[src/rtl/srlatch_pkg.sv]
// rtl/srlatch_pkg.sv - shared encodings and constants for the SR latch driver
package srlatch_pkg;

    localparam int SYNC_STAGES = 2;
    localparam int ERR_W       = 8;
    localparam int CNT_W       = 8;

    localparam logic [ERR_W-1:0] ERR_MAX = {ERR_W{1'b1}};

    typedef enum logic [1:0] {
        CMD_HOLD    = 2'b00,
        CMD_SET     = 2'b01,
        CMD_RESET   = 2'b10,
        CMD_INVALID = 2'b11
    } cmd_e;

    typedef enum logic [2:0] {
        ST_IDLE,
        ST_SETUP,
        ST_PULSE,
        ST_HOLD,
        ST_CHECK,
        ST_RESP
    } state_e;

    // Latch data pins {s, r} for a command; HOLD and INVALID drive neither.
    function automatic logic [1:0] cmd_pins(cmd_e c);
        logic [1:0] pins;
        case (c)
            CMD_SET:   pins = 2'b10;
            CMD_RESET: pins = 2'b01;
            default:   pins = 2'b00;
        endcase
        return pins;
    endfunction

endpackage

[src/rtl/srlatch_driver_sync2.sv]
// rtl/srlatch_driver_sync2.sv - two-flop synchronizer for the asynchronous latch output
module sync2
    import srlatch_pkg::*;
(
    input  logic clk,
    input  logic reset,
    input  logic d,
    output logic q
);

    logic [SYNC_STAGES-1:0] chain;

    // Shift the asynchronous input through the synchronizer chain.
    always_ff @(posedge clk) begin
        if (reset) begin
            chain <= '0;
        end else begin
            chain <= {chain[SYNC_STAGES-2:0], d};
        end
    end

    assign q = chain[SYNC_STAGES-1];

endmodule

[src/rtl/srlatch_driver.sv]
// rtl/srlatch_driver.sv - sequences SET/RESET/HOLD onto an SR latch and checks its output
module srlatch_driver
    import srlatch_pkg::*;
#(
    parameter int TSETUP = 2,
    parameter int TPULSE = 3,
    parameter int THOLD  = 2
) (
    input  logic             clk,
    input  logic             reset,
    input  logic             cmd_valid,
    input  logic [1:0]       cmd,
    output logic             cmd_ready,
    output logic             control,
    output logic             s,
    output logic             r,
    input  logic             q_in,
    output logic             rsp_valid,
    output logic             rsp_ok,
    output logic             rsp_q,
    output logic             rsp_illegal,
    output logic [ERR_W-1:0] err_count
);

    localparam logic [CNT_W-1:0] LOAD_SETUP = CNT_W'(TSETUP - 1);
    localparam logic [CNT_W-1:0] LOAD_PULSE = CNT_W'(TPULSE - 1);
    localparam logic [CNT_W-1:0] LOAD_HOLD  = CNT_W'(THOLD - 1);
    localparam logic [CNT_W-1:0] LOAD_CHECK = CNT_W'(1);

    state_e           state, state_n;
    logic [CNT_W-1:0] cnt, cnt_n;
    cmd_e             cmd_q, cmd_n;
    logic             exp_q, exp_n;
    logic             known_q, known_n;
    logic             sync_q;

    logic             cmd_ready_n, control_n, s_n, r_n;
    logic             rsp_valid_n, rsp_ok_n, rsp_q_n, rsp_illegal_n;
    logic [ERR_W-1:0] err_n;
    logic             exp_new, ok_new;
    logic [1:0]       pins_n;

    sync2 u_sync (
        .clk   (clk),
        .reset (reset),
        .d     (q_in),
        .q     (sync_q)
    );

    // Next-state, phase counter, expectation tracking and next registered outputs.
    always_comb begin
        state_n       = state;
        cnt_n         = (cnt != '0) ? cnt - 1'b1 : cnt;
        cmd_n         = cmd_q;
        exp_n         = exp_q;
        known_n       = known_q;
        rsp_ok_n      = rsp_ok;
        rsp_q_n       = rsp_q;
        rsp_illegal_n = rsp_illegal;
        err_n         = err_count;
        exp_new       = exp_q;
        ok_new        = 1'b1;

        case (state)
            ST_IDLE: begin
                if (cmd_valid && cmd_ready) begin
                    cmd_n = cmd_e'(cmd);
                    if (cmd_e'(cmd) == CMD_INVALID) begin
                        state_n       = ST_RESP;
                        rsp_ok_n      = 1'b0;
                        rsp_illegal_n = 1'b1;
                        rsp_q_n       = sync_q;
                        err_n         = (err_count == ERR_MAX) ? err_count : err_count + 1'b1;
                    end else begin
                        state_n = ST_SETUP;
                        cnt_n   = LOAD_SETUP;
                    end
                end
            end
            ST_SETUP: begin
                if (cnt == '0) begin
                    state_n = ST_PULSE;
                    cnt_n   = LOAD_PULSE;
                end
            end
            ST_PULSE: begin
                if (cnt == '0) begin
                    state_n = ST_HOLD;
                    cnt_n   = LOAD_HOLD;
                end
            end
            ST_HOLD: begin
                if (cnt == '0) begin
                    state_n = ST_CHECK;
                    cnt_n   = LOAD_CHECK;
                end
            end
            ST_CHECK: begin
                if (cnt == '0) begin
                    state_n = ST_RESP;
                    case (cmd_q)
                        CMD_SET:   exp_new = 1'b1;
                        CMD_RESET: exp_new = 1'b0;
                        default:   exp_new = exp_q;
                    endcase
                    // A HOLD before any SET/RESET has nothing to compare against.
                    if (cmd_q == CMD_HOLD && !known_q) begin
                        ok_new = 1'b1;
                    end else begin
                        ok_new = (sync_q == exp_new);
                    end
                    exp_n         = exp_new;
                    known_n       = known_q | (cmd_q != CMD_HOLD);
                    rsp_ok_n      = ok_new;
                    rsp_q_n       = sync_q;
                    rsp_illegal_n = 1'b0;
                    if (!ok_new) begin
                        err_n = (err_count == ERR_MAX) ? err_count : err_count + 1'b1;
                    end
                end
            end
            ST_RESP: begin
                state_n = ST_IDLE;
            end
            default: begin
                state_n = ST_IDLE;
            end
        endcase

        // Outputs are a function of the state being entered so they can be registered.
        pins_n      = cmd_pins(cmd_n);
        cmd_ready_n = (state_n == ST_IDLE);
        control_n   = (state_n == ST_PULSE);
        rsp_valid_n = (state_n == ST_RESP);
        if (state_n == ST_SETUP || state_n == ST_PULSE || state_n == ST_HOLD) begin
            s_n = pins_n[1];
            r_n = pins_n[0];
        end else begin
            s_n = 1'b0;
            r_n = 1'b0;
        end
    end

    // State, counter, expectation and registered outputs; reset aborts any sequence.
    always_ff @(posedge clk) begin
        if (reset) begin
            state       <= ST_IDLE;
            cnt         <= '0;
            cmd_q       <= CMD_HOLD;
            exp_q       <= 1'b0;
            known_q     <= 1'b0;
            cmd_ready   <= 1'b1;
            control     <= 1'b0;
            s           <= 1'b0;
            r           <= 1'b0;
            rsp_valid   <= 1'b0;
            rsp_ok      <= 1'b0;
            rsp_q       <= 1'b0;
            rsp_illegal <= 1'b0;
            err_count   <= '0;
        end else begin
            state       <= state_n;
            cnt         <= cnt_n;
            cmd_q       <= cmd_n;
            exp_q       <= exp_n;
            known_q     <= known_n;
            cmd_ready   <= cmd_ready_n;
            control     <= control_n;
            s           <= s_n;
            r           <= r_n;
            rsp_valid   <= rsp_valid_n;
            rsp_ok      <= rsp_ok_n;
            rsp_q       <= rsp_q_n;
            rsp_illegal <= rsp_illegal_n;
            err_count   <= err_n;
        end
    end

endmodule

[config.mk]
export PLATFORM = sky130hd
export DESIGN_NAME = srlatch_driver
export DESIGN_NICKNAME = d
export VERILOG_FILES = /design/src/rtl/srlatch_pkg.sv /design/src/rtl/srlatch_driver_sync2.sv /design/src/rtl/srlatch_driver.sv
export SDC_FILE = /design/constraint.sdc
export NUM_CORES = 1
export LEC_CHECK = 0
export CORE_MARGIN = 8
export CORE_UTILIZATION = 54
export DETAILED_ROUTE_END_ITERATION = 8
export HOLD_SLACK_MARGIN = 0.08
export PLACE_DENSITY = 0.89
export SETUP_SLACK_MARGIN = 0.05
export SYNTH_ARGS = -nofsm -noshare
export SYNTH_HDL_FRONTEND = slang
export SYNTH_SLANG_ARGS = --single-unit
export TNS_END_PERCENT = 30
[constraint.sdc]
create_clock -name clk -period 2.9 [get_ports clk]
set_input_delay 0.29 -clock clk [delete_from_list [all_inputs] [get_ports clk]]
set_output_delay 0.29 -clock clk [all_outputs]
set_load 0.01 [all_outputs]
# After elaboration in Yosys (flattened, before gate mapping)
# Index checks and enable logic that the tools add are counted.
[totals]
ramBits = 0
memories = 0
mem_bits_ro = 0
in_bits = 6
elab_cells = 95
ff_bits = 33
output_inout_bits = 16
latchBits = 0
[classes]
n_reduce_logical = 17
mul = 0
div = 0
n_bitwise = 2
eq_ne = 19
n_mux = 40
n_addsub = 2
magnitude_cmp = 0
n_shift = 0
[op_table]
columns = ["operator", "n"]
rows = [
  ["8-bit 2-to-1 mux", 10],
  ["8-bit one-hot mux with 3 select lines", 1],
  ["3-bit 2-to-1 mux", 6],
  ["8-bit one-hot mux with 2 select lines", 1],
  ["3-bit one-hot mux with 5 select lines", 1],
  ["1-bit 2-to-1 mux", 14],
  ["3-bit by 2-bit == test with 1-bit output, second input constant", 4],
  ["8-bit by 1-bit adder with 8-bit output, second input constant", 1],
  ["8-bit == test, second input constant", 1],
  ["8-bit zero test", 1],
  ["2-bit != test, second input constant", 4],
  ["1-bit one-hot mux with 2 select lines", 4],
  ["8-bit nonzero test", 1],
  ["8-bit by 1-bit subtractor with 8-bit output, second input constant", 1],
  ["2-bit == test, second input constant", 3],
  ["3-bit by 1-bit == test with 1-bit output, second input constant", 2],
  ["3-bit == test, second input constant", 2],
  ["3-bit zero test", 2],
  ["5-bit AND reduction", 1],
  ["2-bit by 1-bit == test with 1-bit output, second input constant", 2],
  ["2-bit 2-to-1 mux", 2],
  ["2-bit one-hot mux with 2 select lines", 1],
  ["4-bit AND reduction", 1],
  ["2-bit nonzero test", 2],
  ["other kinds (9)", 12],
]

# Logic depth before layout (Yosys ltp)
# Gate-level depths: netlist of run 1.
[logic_depth]
word_depth = 11
mapped_depth = 10
depth_no_buf = 10

# Modules after synthesis
# From an unflattened synthesis of run 1, not the netlist that was laid out.
[hier_totals]
cells_unflattened = 190
hier_area_um2 = 1604.0
[by_module_without_submodules]
columns = ["module", "area_each_um2", "n_inst", "cells_each", "seq_area_each_um2"]
rows = [
  ["srlatch_driver", 1551.5, 1, 186, 620.6],
  ["sync2", 52.6, 1, 4, 40.0],
]

# Least setup slack after synthesis of run 1
# Ideal clock, no wire load.
[synth_timing]
kind = "reg-to-reg"
start = "register cnt[0]"
end = "register cnt[0]"
slack_ns = 0.699
arrival_ns = 2.069
path_buffers = 0
synth_period_minus_slack_ns = 2.201
setup_time_ns = 0.132
t_required_ns = 2.768
stages_incl_launch_ff = 11
cell_sequence = "dfxtp_1 > inv_1 > ha_1 > or3b_2 > nor2_1 > clkinv_1 > ha_1 > nor3b_1 > a21oi_1 > o21ai_0 > a21oi_1"
[synth_via]
elab_chain_len = 5
elab_cells_between_ends = 9
classes_between = "add/sub: 1; mux: 6; reduce/logical: 2"
[synth_rtl]
columns = ["element", "line", "rtl"]
rows = [
  ["start: declaration", "srlatch_driver.sv:31", "logic [CNT_W-1:0] cnt, cnt_n;"],
  ["start signal: assignment", "srlatch_driver.sv:163", "cnt <= cnt_n;"],
  ["8-bit by 1-bit subtractor with 8-bit output / 8-bit nonzero test (equally long branches)", "srlatch_driver.sv:53", "cnt_n = (cnt != '0) ? cnt - 1'b1 : cnt;"],
  ["8-bit 2-to-1 mux", "srlatch_driver.sv:53", ""],
  ["8-bit 2-to-1 mux", "srlatch_driver.sv:68", "if (cmd_e'(cmd) == CMD_INVALID) begin"],
  ["8-bit 2-to-1 mux", "srlatch_driver.sv:66", "if (cmd_valid && cmd_ready) begin"],
  ["8-bit one-hot mux with 3 select lines (*)", "srlatch_driver.sv:64", "case (state)"],
]
# Every way passes the cells marked *; elsewhere a longest branch is shown, timed or not.
# A chain may end at the register's enable or synchronous reset.

# Worst setup path after layout of run 1
# Ends and elaborated chain as after synthesis.

==> summary.md, run 1 <==
| Metric | Value |
|---|---|
| Max_slew headroom | `51.9%` |
| Flops & latches, synth | `33` |
| Ant diodes | `0` |
| Syn avg cell area | `8.53 um^2` |
| CP startpoint kind | `register` |
| Setup bufs post-CTS | `0` |
| Synth cell types | `48` |
| Mapped Area | `1640 um^2` |
| Final core occ | `64.6%` |
| Placed Cells | `239` |
| Worst r2r src | `cnt[0]` |
| Antenna violations before repair | `0` |
| Hold Path Class | `reg2reg` |
| Cell area after layout | `1920 um^2` |
| Top cells by area, synth | `dfxtp_1 (40%), nand2_1 (5.5%), ha_1 (5.3%)` |
| Layout fillers | `246` |
| Max-cap violations | `0` |
| DRT Pass-1 Iters | `4` |
| Area of the multi-input gates | `903 um^2` |
| Starting Density | `55.0%` |
| Total number of vias | `1396` |
| Pin count of the biggest net entering global routing | `15` |
| Setup violations, final | `0` |
| # IOs | `22` |
| Clock sinks | `33` |
| Seq/Total Area, Yosys | `40.3%` |
| Number of core rows | `20` |
| Vias in the first global route | `1362` |
| Leak | `0.715 nW` |
| Final std cells w/o fill | `247` |
| Via density | `5.65` |
| DIE AREA | `5050 um^2` |
| Core area | `2980 um^2` |
| Layout cells sized above 1 | `12.1%` |
| Die width | `71.1 um` |
| Cts repair resizes | `0` |
| CTS tree | `done` |
| Gr usage total | `14.9%` |
| Net count of the finished layout | `226` |
| DP Area | `1850 um^2` |
| First-pass GRT wire length | `6110 um` |
| Register Area | `661 um^2` |
| Crit. Startpoint | `cnt[0]` |
| Slew at the pin with the worst max-slew slack | `0.721 ns` |
| Skew final | `0.0137 ns` |
| GPL Wtd Cong | `0.827` |
| Worst vdd ir | `0.625 mV` |
| Crit path required time | `3.10 ns` |
| Syn_nets | `205` |
| GRT overflow | `0` |
| CTS Buf Count | `5` |
| Hpwl dp | `2560 um` |
| Status | `completed` |
| Reg2reg end | `cnt[0]` |
| Crit-path max FO | `9` |
| Routed len/inst | `13.8 um` |
| Routed WL | `3420 um` |
| Pwr/cell area | `870 nW/um^2` |
| Port Buffers | `21` |
| Crit. End Element | `register` |
| Arr. time, crit path | `2.75 ns` |
| Max Freq | `0.393 GHz` |
| Latest clock arrival within the worst-skew pair | `0.33 ns` |
| Detail Route Antenna Nets | `0` |
| Die H | `71.1 um` |
| Mapped Cells | `192` |
| Clk slew on worst S/H paths | `0.10 ns` |
| YS warnings | `0` |
| CTS Hold Bufs | `0` |
| Initial DRC count | `116` |
| Synth async-reset ratio | `0%` |
| Area Growth Syn to Fin | `17.4%` |
| Deepest clock path buffer count | `2` |
| Overall power | `1.67 mW` |
| EDFF count, synth | `0` |
| Worst-case reg-to-reg path depth | `10` |
| Flop2flop setup slack | `0.35 ns` |
| Main synth FF type | `dfxtp_1` |
| Root Buffer | `clkbuf_4` |
| DRC Markers | `0` |
| Crit Path Category | `reg2reg` |
| Period utilization | `87.8%` |
| Period minus WS final | `2.55 ns` |
| Endpoints failing hold | `0` |
| Crit path to | `cnt[0]` |
| Share of the synthesized area in the top cell type | `40.3%` |
| Yosys top cell by area | `dfxtp_1` |
| Final max-slew violation count | `0` |
| Unrepaired setup endpoints after global routing | `no` |
| Sum of negative setup slack | `0 ns` |
| H-tree levels | `2` |
## synth_stat cells (2+ instances only)
cell and count:
or2_2 2, nand4_1 3, clkbuf_1 4, nor3_1 5, xnor2_1 4, xor2_1 3
mux2_2 3, nor2_1 17, nand2_1 24, o21ai_0 7, a21oi_1 17, or3_1 3
inv_1 7, buf_2 2, mux2i_1 2, nand3b_1 2, or3b_2 2, nand3_1 10
nor2b_1 5, and2b_2 2, o31ai_1 3, ha_1 7, dfxtp_1 33
## layout make-up
| type | count | share of cell area [%] |
|---|---|---|
| sequential | 33 | 34.4 |
| clock buffer | 7 | 3.38 |
| tap | 33 | 2.15 |
| inverter | 8 | 1.56 |
| clock inverter | 1 | 0.260 |
| timing repair buffer | 22 | 11.3 |
| multi-input combinational | 143 | 47.0 |
## registers in the layout, summed over array words and instances, names as in the netlist
signal	flops
cmd_ready	1
rsp_q	1
control	1
err_count	8
state	3
known_q	1
s	1
rsp_illegal	1
r	1
cmd_q	2
exp_q	1
cnt	8
rsp_valid	1
u_sync.chain	2
rsp_ok	1
## metrics by stage
stage | worst slack [ns] | hold WS, ns
floorplan | 0.699 | 0.414
global placement | 0.502 | 0.431
detailed placement | 0.382 | 0.450
CTS | 0.361 | 0.463
global route | 0.139 | 0.478
finish | 0.353 | 0.462
## cells in the final DEF (no fill, tap or decap), types with 2 or more instances in the layout
master           instances
ha_1                     7
nand3_1                 10
mux2i_1                  2
nand4_1                  3
nor2b_1                  5
nand3b_1                 2
or2_2                    2
clkbuf_8                 2
clkbuf_4                 5
o31ai_1                  3
nor2_1                  17
mux2_2                   3
or3_1                    3
nand2_1                 24
clkdlybuf4s50_1         21
a21oi_1                 17
dfxtp_1                 33
and2b_2                  2
nor3_1                   5
or3b_2                   2
xor2_1                   3
xnor2_1                  4
o21ai_0                  7
inv_1                    7
## worst max-delay path, stage by stage, from the launching register on
cell	delay (ns)
dfxtp_1	0.34
inv_1	0.14
ha_1	0.17
or3b_2	0.52
nor2_1	0.23
clkinv_1	0.28
ha_1	0.26
nor3b_1	0.17
a21oi_1	0.06
o21ai_0	0.16
a21oi_1	0.08
## how the worst min path moves through the flow
stage | start | end | cells after the start
detailed placement | exp_q | exp_q | 2
CTS | exp_q | exp_q | 2
floorplan | u_sync.chain[0] | u_sync.chain[1] | 1
finish | exp_q | exp_q | 2
global route | q_in | u_sync.chain[0] | 2
global placement | u_sync.chain[0] | u_sync.chain[1] | 1
## where the power goes
group	switching (mW)	internal [mW]	total (mW)	leakage [nW]
sequential	0.0986	0.547	0.645	0.269
combinational	0.413	0.326	0.739	0.405
clock	0.148	0.140	0.289	0.0413
total	0.660	1.01	1.67	0.715
## routing by layer
| layer | part of all wire [%] | track usage, % |
|---|---|---|
| met1 | 43 | 16.6 |
| met2 | 48 | 23.6 |
| met3 | 5.5 | 5.65 |
| met4 | 3.4 | 9.01 |
| met5 | 0 | 0 |
## cells by family after synthesis
family                   Yosys count  share of synthesized area (%)
AO/OA/AOI/OAI                     38                           14.9
AND/OR/NAND/NOR                   86                           27.9
XOR/XNOR                           7                           3.74
buffers and inverters             16                           4.51
multiplexers                       5                           3.28
adder cells (fa/ha/maj)            7                           5.35
flip-flops                        33                           40.3
Note: power is estimated with default switching activity, not from simulation.
==> run 2: changes to the inputs <==
--- a/config.mk
+++ b/config.mk
@@ -5,11 +5,14 @@
 export SDC_FILE = /design/constraint.sdc
 export NUM_CORES = 1
 export LEC_CHECK = 0
+export CELL_PAD_IN_SITES_DETAIL_PLACEMENT = 0
+export CELL_PAD_IN_SITES_GLOBAL_PLACEMENT = 2
 export CORE_MARGIN = 8
-export CORE_UTILIZATION = 54
+export CORE_UTILIZATION = 32
+export CTS_CLUSTER_SIZE = 28
 export DETAILED_ROUTE_END_ITERATION = 8
 export HOLD_SLACK_MARGIN = 0.08
-export PLACE_DENSITY = 0.89
+export PLACE_DENSITY = 0.87
 export SETUP_SLACK_MARGIN = 0.05
 export SYNTH_ARGS = -nofsm -noshare
 export SYNTH_HDL_FRONTEND = slang
==> run 2 against run 1 <==
Net effect: clock power rose by 56%; worst hold slack got worse by 0.014 ns; sequential share of layout area fell by 2.2 points; first-iteration DRC count fell by 23%; via count fell by 2.0%; clock skew fell by 0.0068 ns; critical path depth fell by 3; combinational power rose by 6.9%; critical endpoint is now err_count[0].
==> summary.md, run 2 (same netlist as run 1, synthesis figures left out) <==
| Metric | Value |
|---|---|
| Status | `completed` |
| Biggest regs | `cnt x8, err_count x8, state x3` |
| Cts repair resizes | `0` |
| Max-cap violations | `0` |
| Routed WL | `3510 um` |
| Layout cells sized above 1 | `14.2%` |
| Overall power | `1.86 mW` |
| Area Growth Syn to Fin | `25.6%` |
| Latest clock arrival within the worst-skew pair | `0.28 ns` |
| Sum of negative setup slack | `0 ns` |
| Antenna violations before repair | `0` |
| Max Freq | `0.415 GHz` |
| Ant diodes | `0` |
| Gr usage total | `9.92%` |
| CP cell instances | `inv_1 -> ha_1 -> mux2i_1 -> and3b_2 -> o32ai_2 -> and2b_2 -> mux2_2` |
| CP startpoint kind | `register` |
| CTS Hold Bufs | `0` |
| Pin count of the biggest net entering global routing | `14` |
| Port Buffers | `21` |
| GRT overflow | `0` |
| Final max-slew violation count | `0` |
| GPL Wtd Cong | `0.729` |
| Period minus WS final | `2.41 ns` |
| Unrepaired setup endpoints after global routing | `no` |
| Starting Density | `32.7%` |
| Final core occ | `41.1%` |
| First-pass GRT wire length | `5940 um` |
| Clk slew on worst S/H paths | `0.07 ns` |
| Root Buffer | `clkbuf_8` |
| Commonest non-fill, non-tap cell in the layout | `dfxtp_1` |
| Critical Path Max Stage Delay | `0.58 ns` |
| DRC Markers | `0` |
| Most frequent cells in the layout | `dfxtp_1 (33), nand2_1 (24), clkdlybuf4s50_1 (21)` |
| Initial DRC count | `89` |
| H-tree levels | `2` |
| Die width | `87.5 um` |
| Setup violations, final | `0` |
| Setup bufs post-CTS | `0` |
| Vias in the first global route | `1263` |
| Pwr/cell area | `904 nW/um^2` |
| Total number of vias | `1368` |
| WHS | `0.448 ns` |
| Worst vdd ir | `0.342 mV` |
| Net count of the finished layout | `231` |
| Core area | `5010 um^2` |
| Die H | `87.5 um` |
| DRT Pass-1 Iters | `4` |
| Deepest clock path buffer count | `2` |
| Endpoints failing hold | `0` |
| Area of the multi-input gates | `903 um^2` |
| Crit-path max FO | `13` |
| CTS tree | `done` |
| Crit path required time | `3.08 ns` |
| Hpwl dp | `2700 um` |
| Arr. time, crit path | `2.59 ns` |
| Period utilization | `83.1%` |
| Number of core rows | `26` |
| Hold Path Class | `reg2reg` |
| Slew at the pin with the worst max-slew slack | `0.695 ns` |
| Leak | `0.757 nW` |
| Slowest CP cell | `o32ai_2` |
| # IOs | `22` |
| Crit. End Element | `register` |
| Routed len/inst | `12.1 um` |
| Register Area | `661 um^2` |
| Via density | `4.73` |
| DIE AREA | `7660 um^2` |
| Crit Path Category | `reg2reg` |
| CTS Buf Count | `5` |
| Flop2flop setup slack | `0.49 ns` |
| Max_slew headroom | `53.7%` |
| Clock sinks | `33` |
| Skew final | `0.00692 ns` |
| Layout fillers | `525` |
| Detail Route Antenna Nets | `0` |
==> run 2: cell count changes in the layout (fill, tap and decap cells not counted), sizes merged <==
cell / previous run / this run
buf: 1 / 6
bufinv: 0 / 1
clkbuf: 7 / 6
clkinv: 2 / 1
clkinvlp: 0 / 1
==> run 2: worst paths after layout <==
check | start | end | depth (start not counted)
max | cmd_q[0] | err_count[0] | 7
min | u_sync.chain[0] | u_sync.chain[1] | 1
max reg2reg | cmd_q[0] | err_count[0] | 7
min reg2reg | u_sync.chain[0] | u_sync.chain[1] | 1
==> run 2: power by group <==
part | internal, mW | switching (mW)
logic | 0.355 | 0.435
registers | 0.547 | 0.0697
clock network | 0.279 | 0.173
total | 1.18 | 0.677
==> run 2: final cells by class <==
class                      instances  share of cell area, %
clock buffer                       6                   4.01
clock inverter                     2                   1.82
inverter                           8                   1.46
multi-input combinational        143                   43.9
sequential                        33                   32.1
tap                               70                   4.26
timing repair buffer              27                   12.4
==> run 2: metal layers <==
layer	GRT usage, %	vias to the layer above	routed length [um]
li1	-	722	-
met1	12.5	619	1800
met3	2.81	5	144
met2	14.9	22	1490
met4	5.16	0	75
met5	0	-	0
==> run 2: metrics by stage <==
stage	cells	setup slack (ns)	instance area (um^2)
6_report	289	0.491	2060
4_1_cts	289	0.463	2060
3_5_place_dp	281	0.489	1940
2_1_floorplan	192	0.699	1640
3_3_place_gp	281	0.518	1940
5_1_grt	289	0.235	2060
==> run 2: critical path: cells and delay by family, from the launching register on <==
kind | cells | cell delay [ns]
compound gates | 1 | 0.58
simple gates | 2 | 0.51
mux | 2 | 0.40
fa+ha+maj | 1 | 0.34
buf+inv | 1 | 0.07
flops | 1 | 0.38
